`config.mk`:
```
export PLATFORM = sky130hd
export DESIGN_NAME = fbcpu_memory
export DESIGN_NICKNAME = d
export VERILOG_FILES = /design/src/rtl/fbcpu_memory.sv
export SDC_FILE = /design/constraint.sdc
export NUM_CORES = 1
export LEC_CHECK = 0
export ABC_AREA = 1
export BUFFER_PORTS_ARGS = -buffer_cell sky130_fd_sc_hd__buf_2
export CAP_MARGIN = 20
export CORE_MARGIN = 4
export CORE_UTILIZATION = 40
export CTS_BUF_LIST = sky130_fd_sc_hd__clkbuf_4
export CTS_CLUSTER_SIZE = 8
export DETAILED_ROUTE_END_ITERATION = 8
export PLACE_DENSITY = 0.52
export SLEW_MARGIN = 25
export SYNTH_ARGS = -nofsm -noshare
export SYNTH_HDL_FRONTEND = slang
export SYNTH_SLANG_ARGS = --single-unit
```
`constraint.sdc`:
```
create_clock -name clk -period 2.43 [get_ports clk]
set_input_delay 0.1215 -clock clk [delete_from_list [all_inputs] [get_ports clk]]
set_output_delay 0.1215 -clock clk [all_outputs]
set_load 0.05 [all_outputs]
```
`src/rtl/fbcpu_memory.sv`:
```
// Program memory and boot controller for the FBCPU core: 64x10 read-first RAM,
// streaming loader that holds the core in reset, and a memory-mapped output register.
module fbcpu_memory #(
  parameter int ADDRESS_WIDTH = 6,
  parameter int DATA_WIDTH    = 10,
  parameter int OUT_ADDR      = 63
) (
  input  logic                     clk,
  input  logic                     rst,
  input  logic                     load_start,
  input  logic                     load_valid,
  input  logic [DATA_WIDTH-1:0]    load_data,
  input  logic                     load_last,
  output logic                     load_ready,
  input  logic                     run_start,
  output logic                     cpu_rst,
  output logic [1:0]               mem_state,
  input  logic [ADDRESS_WIDTH-1:0] MAR,
  input  logic                     RAMWr,
  input  logic [DATA_WIDTH-1:0]    MDRIn,
  output logic [DATA_WIDTH-1:0]    MDROut,
  output logic [DATA_WIDTH-1:0]    out_data,
  output logic                     out_valid
);
  localparam int DEPTH = 1 << ADDRESS_WIDTH;
  localparam logic [ADDRESS_WIDTH-1:0] OUT_A   = ADDRESS_WIDTH'(OUT_ADDR);
  localparam logic [ADDRESS_WIDTH-1:0] CNT_MAX = '1;

  typedef enum logic [1:0] {IDLE = 2'd0, LOAD = 2'd1, RUN = 2'd2} state_t;

  state_t                   state;
  logic [ADDRESS_WIDTH-1:0] cnt;
  logic [DATA_WIDTH-1:0]    mem [DEPTH];
  logic                     load_wr, core_wr;

  // A restart pulse in LOAD drops the coincident word.
  assign load_wr = !rst && state == LOAD && load_valid && !load_start;
  assign core_wr = !rst && state == RUN && RAMWr;

  assign cpu_rst    = state != RUN;
  assign load_ready = state == LOAD;
  assign mem_state  = state;

  // RAM is deliberately not reset so a loaded program survives rst.
  always_ff @(posedge clk) begin
    if (load_wr)      mem[cnt] <= load_data;
    else if (core_wr) mem[MAR] <= MDRIn;
  end

  // Read-first: the read samples the array before the same-edge write lands.
  always_ff @(posedge clk) begin
    if (rst) MDROut <= '0;
    else     MDROut <= mem[MAR];
  end

  always_ff @(posedge clk) begin
    if (rst) begin
      state     <= IDLE;
      cnt       <= '0;
      out_data  <= '0;
      out_valid <= 1'b0;
    end else begin
      out_valid <= 1'b0;
      case (state)
        IDLE: begin
          if (load_start) begin
            state <= LOAD;
            cnt   <= '0;
          end else if (run_start) begin
            state <= RUN;
          end
        end
        LOAD: begin
          if (load_start) begin
            cnt <= '0;
          end else if (load_valid) begin
            cnt <= cnt + 1'b1;
            if (load_last || cnt == CNT_MAX) state <= RUN;
          end
        end
        RUN: begin
          if (RAMWr && MAR == OUT_A) begin
            out_data  <= MDRIn;
            out_valid <= 1'b1;
          end
          if (load_start) begin
            state <= LOAD;
            cnt   <= '0;
          end
        end
        default: state <= IDLE;
      endcase
    end
  end
endmodule

```
Word-level counts from Yosys, hierarchy flattened --
Memories as Yosys holds them, arrays and structs flattened. A register that Yosys moved wholly into a read port is not among the register bits. Index checks and enable logic that the tools add are counted.
Storage, ports and cells: bits in writable memories 640, memories kept 1, input bits 33, flip-flop bits (word level) 19
Cells by class: mux-type cells 20, equality and inequality tests 12, bitwise logic cells 1, add/subtract/negate cells 1, reductions and logical operators 17
Memories:
- mem | words 64, bits a word 10, rd ports 1, clocked after memory_dff 1, write ports 1, RTL line 33 | logic [DATA_WIDTH-1:0] mem [DEPTH];
Operators with widths (count):
- two-way mux 6 bit | 4
- == test 6 bit, second input constant | 2
- two-way mux 2 bit | 6
- case mux 6 bit (2 select lines) | 1
- two-way mux 10 bit | 1
- OR reduction 10 bit | 1
- != test 2 bit, second input constant | 4
- two-way mux 1 bit | 7
- adder 6 x 1 -> 6 bit, second input constant | 1
- logical AND 1 bit | 6
- != test 3 bit, second input constant | 2
- case mux 2 bit (3 select lines) | 1
- AND reduction 5 bit | 1
- != test 2 x 1 -> 1 bit, second input constant | 2
- OR reduction 2 bit | 2
- AND reduction 3 bit | 1
- == test 2 x 1 -> 1 bit, second input constant | 1
- == test 2 bit, second input constant | 1
- zero test 1 bit | 2
- zero test 2 bit | 1
- AND reduction 2 bit | 1
- nonzero test 2 bit | 1
- logical OR 1 bit | 1
- NOT 1 bit | 1

Longest topological paths before layout --
Gate-level depths: netlist of run 1.
word-level depth 8, gate-level depth with buffers 13, depth with buffers taken out 10

Least setup slack after synthesis of run 1 --
Ideal clock, no wire load.
kind reg-to-reg, start point reg state[0] (netlist: mem_state[0]), end point mem mem[14][0] (enable), clock period less this slack 3.022 ns, library setup time 0.376 ns, arrival time 2.646 ns, slack -0.592 ns, cell stages (with the launch flop) 9, cells stage by stage dfxtp_1 > inv_1 > nor2_2 > nand3_1 > clkinv_1 > a21oi_2 > inv_1 > nand4_4 > nor2_1
Between the ends: word-level cells in the longest chain between the ends 8
Ends and longest elaborated chain:
- from (decl) | RTL line 31 | state_t state;
- from (signal assigned) | RTL line 58 | state <= IDLE;
- from (signal assigned) | RTL line 67 | state <= LOAD;
- from (signal assigned) | RTL line 70 | state <= RUN;
- == test 2 x 1 -> 1 bit *
- via load_ready | RTL line 14 | output logic load_ready,
- logical AND 1 bit * (3 in a row) | RTL line 37 | assign load_wr = !rst && state == LOAD && load_valid && !load_start;
- two-way mux 1 bit | RTL line 46 | if (load_wr) mem[cnt] <= load_data;
- two-way mux 1 bit (implied by the code) | RTL line 47 | else if (core_wr) mem[MAR] <= MDRIn;
- OR reduction 10 bit (no line)
- two-way mux 6 bit (no line) / two-way mux 1 bit (equally long branches)
- to (decl) | RTL line 33
Mark *: on every way through the listed nets, which the timed path passes. The rest lies on a longest branch.

Worst setup path after layout of run 1 --
start point in MAR[5], end point reg out_data[3]
Between the ends: word-level cells in the longest chain between the ends 3
Ends and longest elaborated chain:
- from (decl) | RTL line 18 | input logic [ADDRESS_WIDTH-1:0] MAR,
- == test 6 bit | RTL line 82 | if (RAMWr && MAR == OUT_A) begin
- logical AND 1 bit | RTL line 82
- AND reduction 2 bit (no line)
- to (signal assigned) | RTL line 83 | out_data <= MDRIn;
- to (decl) | RTL line 22 | output logic [DATA_WIDTH-1:0] out_data,
Every way passes these cells. A chain may end at the register's enable or synchronous reset.

==> reports/results.tsv, run 1 <==
metric	value	unit
status	finished with violations	
failing checks	setup timing	
most frequent cell after synthesis	nand2_1	
Critical R2R Capture	out_data[3]	
CTS sink cnt	669	
FF+latch count, synth	669	
initial core utilization	40.6	%
Die X	273	um
Tcrit/Tclk final	100	%
CP Capture Point	out_data[3]	
Synth Area per Inst	10.8	um2
vias in the first global route	19800	
Num CTS Buffers	170	
Pwr per Cell Area	725	nW/um2
arrival time worst endpoint	3310	ps
Fmax achieved	0.410	GHz
DRC violations left	0	
slew margin rel.	55.1	%
FFs w/ async S/R, synth	0	%
worst clock skew	46.3	ps
global routing's busiest layer	met2	
Setup crit start	MAR[5]	
sequential cell area fraction in the yosys report	70.7	%
syn nets	2629	
CTS Buffer Depth	3	
row count	96	
post-DR wirelength/cell	20.5	um
grt total ovfl	0	
worst r2r src	mem_state[0]	
Worst Setup Path Type	input port to register	
startpoint type of the worst setup path	input port	
crit-path cells	dlygate4sd3_1, buf_2, inv_1, nor4_2, nand4_1, buf_4, o21ai_0, dlygate4sd3_1, a21oi_1, dlygate4sd3_1	
final worst path period need	2440	ps
max incr delay on CP	580	ps
Post-synth EDFFs	640	
vias	20000	
global-route wire length before repair	121	mm
Nets	2948	
VDD IR max	0.000407	V
die extent in y	273	um
YS warnings	0	
top cells by count, synth	nand2_1, edfxtp_1, nand3_1, nor2_1, inv_1	
Mapped Area	28000	um2
Fill cells	6277	
Clk Latency, worst-skew pair	1000	ps
Antenna Nets Post-Route	0	
final wirelength	81.5	mm
initial antenna violation count	3	
met1 Use GR	30.0	%
PortBufs	57	
CP Max Fanout	21	
Netlist cell types	34	
most common cell type on the critical path	dlygate4sd3_1	
RSZ-0062 raised after global routing	yes	
register clock-pin slew on the reported worst setup and hold paths	70	ps
register area	19800	um2
routability cong.	0.856	
Area contributors post-synth	edfxtp_1, nand2_1, nand3_1	
met2 Use GR	35.4	%
flop2flop setup slack	30	ps
Pre-Repair DR Iteration Count	5	
GR Util All Layers	21.8	%
max-slew violation count	0	
Tot Pwr	24.3	mW
die area	74300	um2
Layout area overhead	19.7	%
Multi-input gate area	7040	um2
CTS root buffer	clkbuf_4	
top-area cell type share of the netlist area	68.6	%
core area	69100	um2
vias per cell	5.03	
# setup viols final	1	
max-cap violations	0	
Worst R2R Path Depth	7	
Slowest cell on crit path	dlygate4sd3_1	
pre-CTS setup slack	11.1	ps
met3 Track Usage GR	4.52	%
Iter 0 DRT Violations	1944	
CP Capture Type	register	
share of layout cells above drive strength 1	18.2	%
slack of the critical path	-10.9	ps
TritonCTS clock tree	done	
hpwl dp	48.3	mm
H-tree levels	4	
Ports	58	
setup_tns	-10.9	ps
worst hold-check path type	input port to register	
Mapped Cells	2595	
CP required	3300	ps
Hold Vio Cnt, Final	0	
worst hold slack	113	ps
post-synth top area cell	edfxtp_1	
ys flop type	edfxtp_1	
largest net degree at the start of global routing	89	
leakage power total	13.0	nW
worst slew pin tran	672	ps
-- layout make-up --
cell class / instances / area share [%]
repair buffers: 288 / 7.89
diodes: 5 / 0.0373
well taps: 931 / 3.47
clock inverters: 49 / 1.06
inverters: 188 / 2.15
flip-flops and latches: 669 / 59.0
multi-input cells: 1597 / 21.0
clock buffers: 240 / 5.37
-- cells by family after synthesis --
kind of cell,after synthesis,synth area share (%)
flops,669,70.7
simple gates,1426,21.2
buf+inv,329,4.81
compound gates,170,3.25
fa+ha+maj,1,0.0446
-- layer usage --
metal  wire, um  vias up  share of wire, %
met4       1510        0               1.8
li1           -     9477                 -
met2      39100      672                48
met3       4890      112               6.0
met1      36000     9708                44
met5          0        -                 0
-- worst max-delay path, delay by kind of cell --
family                 cells  cell delay [ps]
AOI/OAI and AO/OA          2              250
and+or+nand+nor            2              520
buffers and inverters      6             2410
-- sequential cells by signal (all words and copies together) (netlist names) --
register and count:
MDROut 10, mem 640, mem_state 2, out_data 10
out_valid 1, cnt 6
-- layout by cell type, fill, tap and decap left out, drive strengths merged, types with 2 or more instances in the layout --
master,instances
nand2,778
nor2,298
clkinv,38
clkinvlp,3
nand4,5
inv,190
o21ai,98
bufinv,6
buf,213
edfxtp,640
dfxtp,29
dlygate4sd3,75
nor3,2
diode,5
a21oi,68
clkbuf,240
nand3,341
-- repair_timing --
item	CTS	global route
gates resized for setup	1	19
endpoints found under the hold margin	641	0
pin swaps	3	6
buffers inserted	4	8
hold buffers	75	0
setup endpoints to repair	40	221
-- where the power goes --
part           leakage [nW]  switching [mW]  internal [mW]
Sequential             5.99          0.0126           12.7
Combinational          5.78            1.44          0.563
Clock                  1.26            4.43           5.15
Total                  13.0            5.88           18.5
-- worst min path at each step --
stage | startpoint | to | slack (ps) | depth (start not counted)
4_1_cts | load_start | mem_state[0] | 3 | 6
6_report | MAR[1] | mem[58][5] | 110 | 5
2_1_floorplan | MDRIn[9] | out_data[9] | 310 | 2
5_1_grt | MAR[1] | mem[58][3] | 40 | 5
3_3_place_gp | MDRIn[9] | out_data[9] | 420 | 3
3_5_place_dp | MDRIn[9] | out_data[9] | 430 | 3
-- metrics by stage --
step	utilization, %	area [um2]	instances
CTS	48.4	33400	3954
finish	48.6	33500	3967
global route	48.6	33500	3967
global placement	44.1	30500	3586
floorplan	-	28100	2595
detailed placement	44.1	30500	3586
Power figures use the tool's default switching activity.
==> run 2, diff against run 1 <==
CORE_ASPECT_RATIO = 1.2   (was default)
PLACE_DENSITY = default   (was 0.52)
PLACE_DENSITY_LB_ADDON = 0.1   (was default)
==> run 2 against run 1 <==
Effect of this change:
- the flow now finishes without violations
- flip-flop and latch count did not move
- non-clock buffer count did not move
- sequential power barely moved
- clock power rose by 1%
- fmax rose by 2.6%
- final area barely moved
==> reports/results.tsv, run 2 (synthesis gave the netlist of run 1 again) <==
metric	value	unit
status	complete, no violations	
Fmax achieved	0.420	GHz
Largest register FFs	640	
CTS root buffer	clkbuf_4	
arrival time worst endpoint	3270	ps
Nets	2945	
grt total ovfl	0	
CTS sink cnt	669	
Pwr per Cell Area	730	nW/um2
die extent in y	298	um
vias in the first global route	20300	
# setup viols final	0	
global-route wire length before repair	126	mm
GR Util All Layers	22.6	%
hold depth	4	
hpwl dp	51.2	mm
Clk Latency, worst-skew pair	1020	ps
Num CTS Buffers	167	
Slowest cell on crit path	dlygate4sd3_1	
Design Area, Final	33600	um2
VDD IR max	0.000440	V
Fill cells	6494	
leakage power total	13.1	nW
Pre-Repair DR Iteration Count	5	
final wirelength	84.9	mm
worst hold slack	121	ps
worst slew pin tran	550	ps
Biggest register	mem	
Critical R2R Capture	mem[31][5]	
pre-CTS setup slack	108	ps
initial antenna violation count	5	
setup_tns	0	ps
Hold Crit Start	rst	
crit-path cells	dlygate4sd3_1, buf_2, inv_1, nor4_4, buf_4, nand4_1, buf_6, o21ai_0, dlygate4sd3_1, a21oi_1, dlygate4sd3_1	
worst hold-check path type	input port to register	
die area	74400	um2
RSZ-0062 raised after global routing	no	
largest net degree at the start of global routing	78	
share of layout cells above drive strength 1	18.1	%
initial core utilization	40.3	%
routability cong.	0.906	
worst r2r src	mem_state[0]	
PortBufs	57	
slew margin rel.	63.2	%
H-tree levels	4	
Hold Vio Cnt, Final	0	
Tot Pwr	24.5	mW
Tcrit/Tclk final	97.9	%
vias per cell	5.08	
flop2flop setup slack	100	ps
largest registers	mem (640), MDROut (10), out_data (10)	
Worst R2R Path Depth	8	
most common cell type on the critical path	dlygate4sd3_1	
Top delay family on crit path	buffers and inverters	
Hold EP	MDROut[1]	
max-cap violations	0	
CP Capture Type	register	
max-slew violation count	0	
Ports	58	
commonest cells after routing, fill and taps aside	nand2_1, edfxtp_1, nand3_1	
register clock-pin slew on the reported worst setup and hold paths	70	ps
Buf/Inv on CP	7	
core area	69500	um2
CP Max Fanout	21	
final worst path period need	2380	ps
fin cells	3959	
TritonCTS clock tree	done	
commonest non-fill, non-tap cell in the layout	nand2_1	
worst clock skew	37.2	ps
post-DR wirelength/cell	21.4	um
CP required	3320	ps
CTS Buffer Depth	3	
register area	19800	um2
row count	106	
Die X	250	um
slack of the critical path	49.9	ps
Antenna Nets Post-Route	0	
startpoint type of the worst setup path	input port	
vias	20100	
Layout area overhead	19.8	%
Cells after DPL	3580	
Multi-input gate area	7020	um2
Iter 0 DRT Violations	1755	
Layout Utilization	48.3	%
Worst Setup Path Type	input port to register	
DRC violations left	0	
Area after DPL	30500	um2
max incr delay on CP	590	ps
run 2: cell count changes in the layout (fill, tap and decap cells not counted), moves of 2 or more:
cell,before,now
nor2_4,6,3
nand2_1,762,766
nand2_2,16,12
nor2_2,28,31
clkinv_1,36,38
buf_6,4,1
buf_12,33,36
clkinv_2,2,5
run 2: cell type report:
| cell class | count | share of cell area, % |
|---|---|---|
| Antenna cell | 4 | 0.0298 |
| Clock buffer | 239 | 5.35 |
| Clock inverter | 56 | 1.16 |
| Inverter | 188 | 2.16 |
| Multi-Input combinational cell | 1597 | 20.9 |
| Sequential cell | 669 | 59.0 |
| Tap cell | 918 | 3.42 |
| Timing Repair Buffer | 288 | 7.97 |
run 2: worst max path at each step:
stage / from / end / slack [ps] / cells after the start
floorplan: mem_state[0] / mem[14][0] / -60 / 8
CTS: MAR[1] / out_data[5] / 2 / 12
detailed placement: mem_state[1] / mem[55][7] / 110 / 9
finish: MAR[5] / out_data[3] / 50 / 11
global placement: mem_state[1] / mem[55][7] / 110 / 10
global route: mem_state[1] / mem[39][5] / 3 / 9
run 2: worst min-delay path, delay by kind of cell:
kind                   cells  cell delay, ps
buffers and inverters      3             900
AO/OA/AOI/OAI              1              70
run 2: metal layers:
metal	GRT usage, %	routed length, um	part of all wire, %
met5	0	8	0.0094
met3	4.85	5390	6.3
met1	29.8	35900	42
met4	8.34	2650	3.1
met2	37.2	40900	48
run 2: report_power, final:
group          internal, mW  total (mW)  leakage [nW]  switching (mW)
clock network          5.17        9.70          1.28            4.54
registers              12.7        12.8          5.99          0.0220
logic                 0.582        2.05          5.79            1.46
run 2: timing repair:
item | in CTS | in global routing
endpoints found under the setup margin | 0 | 34
setup buffers | 0 | 4
hold buffers | 77 | 0
endpoints found under the hold margin | 747 | 0
resized for setup | 0 | 14
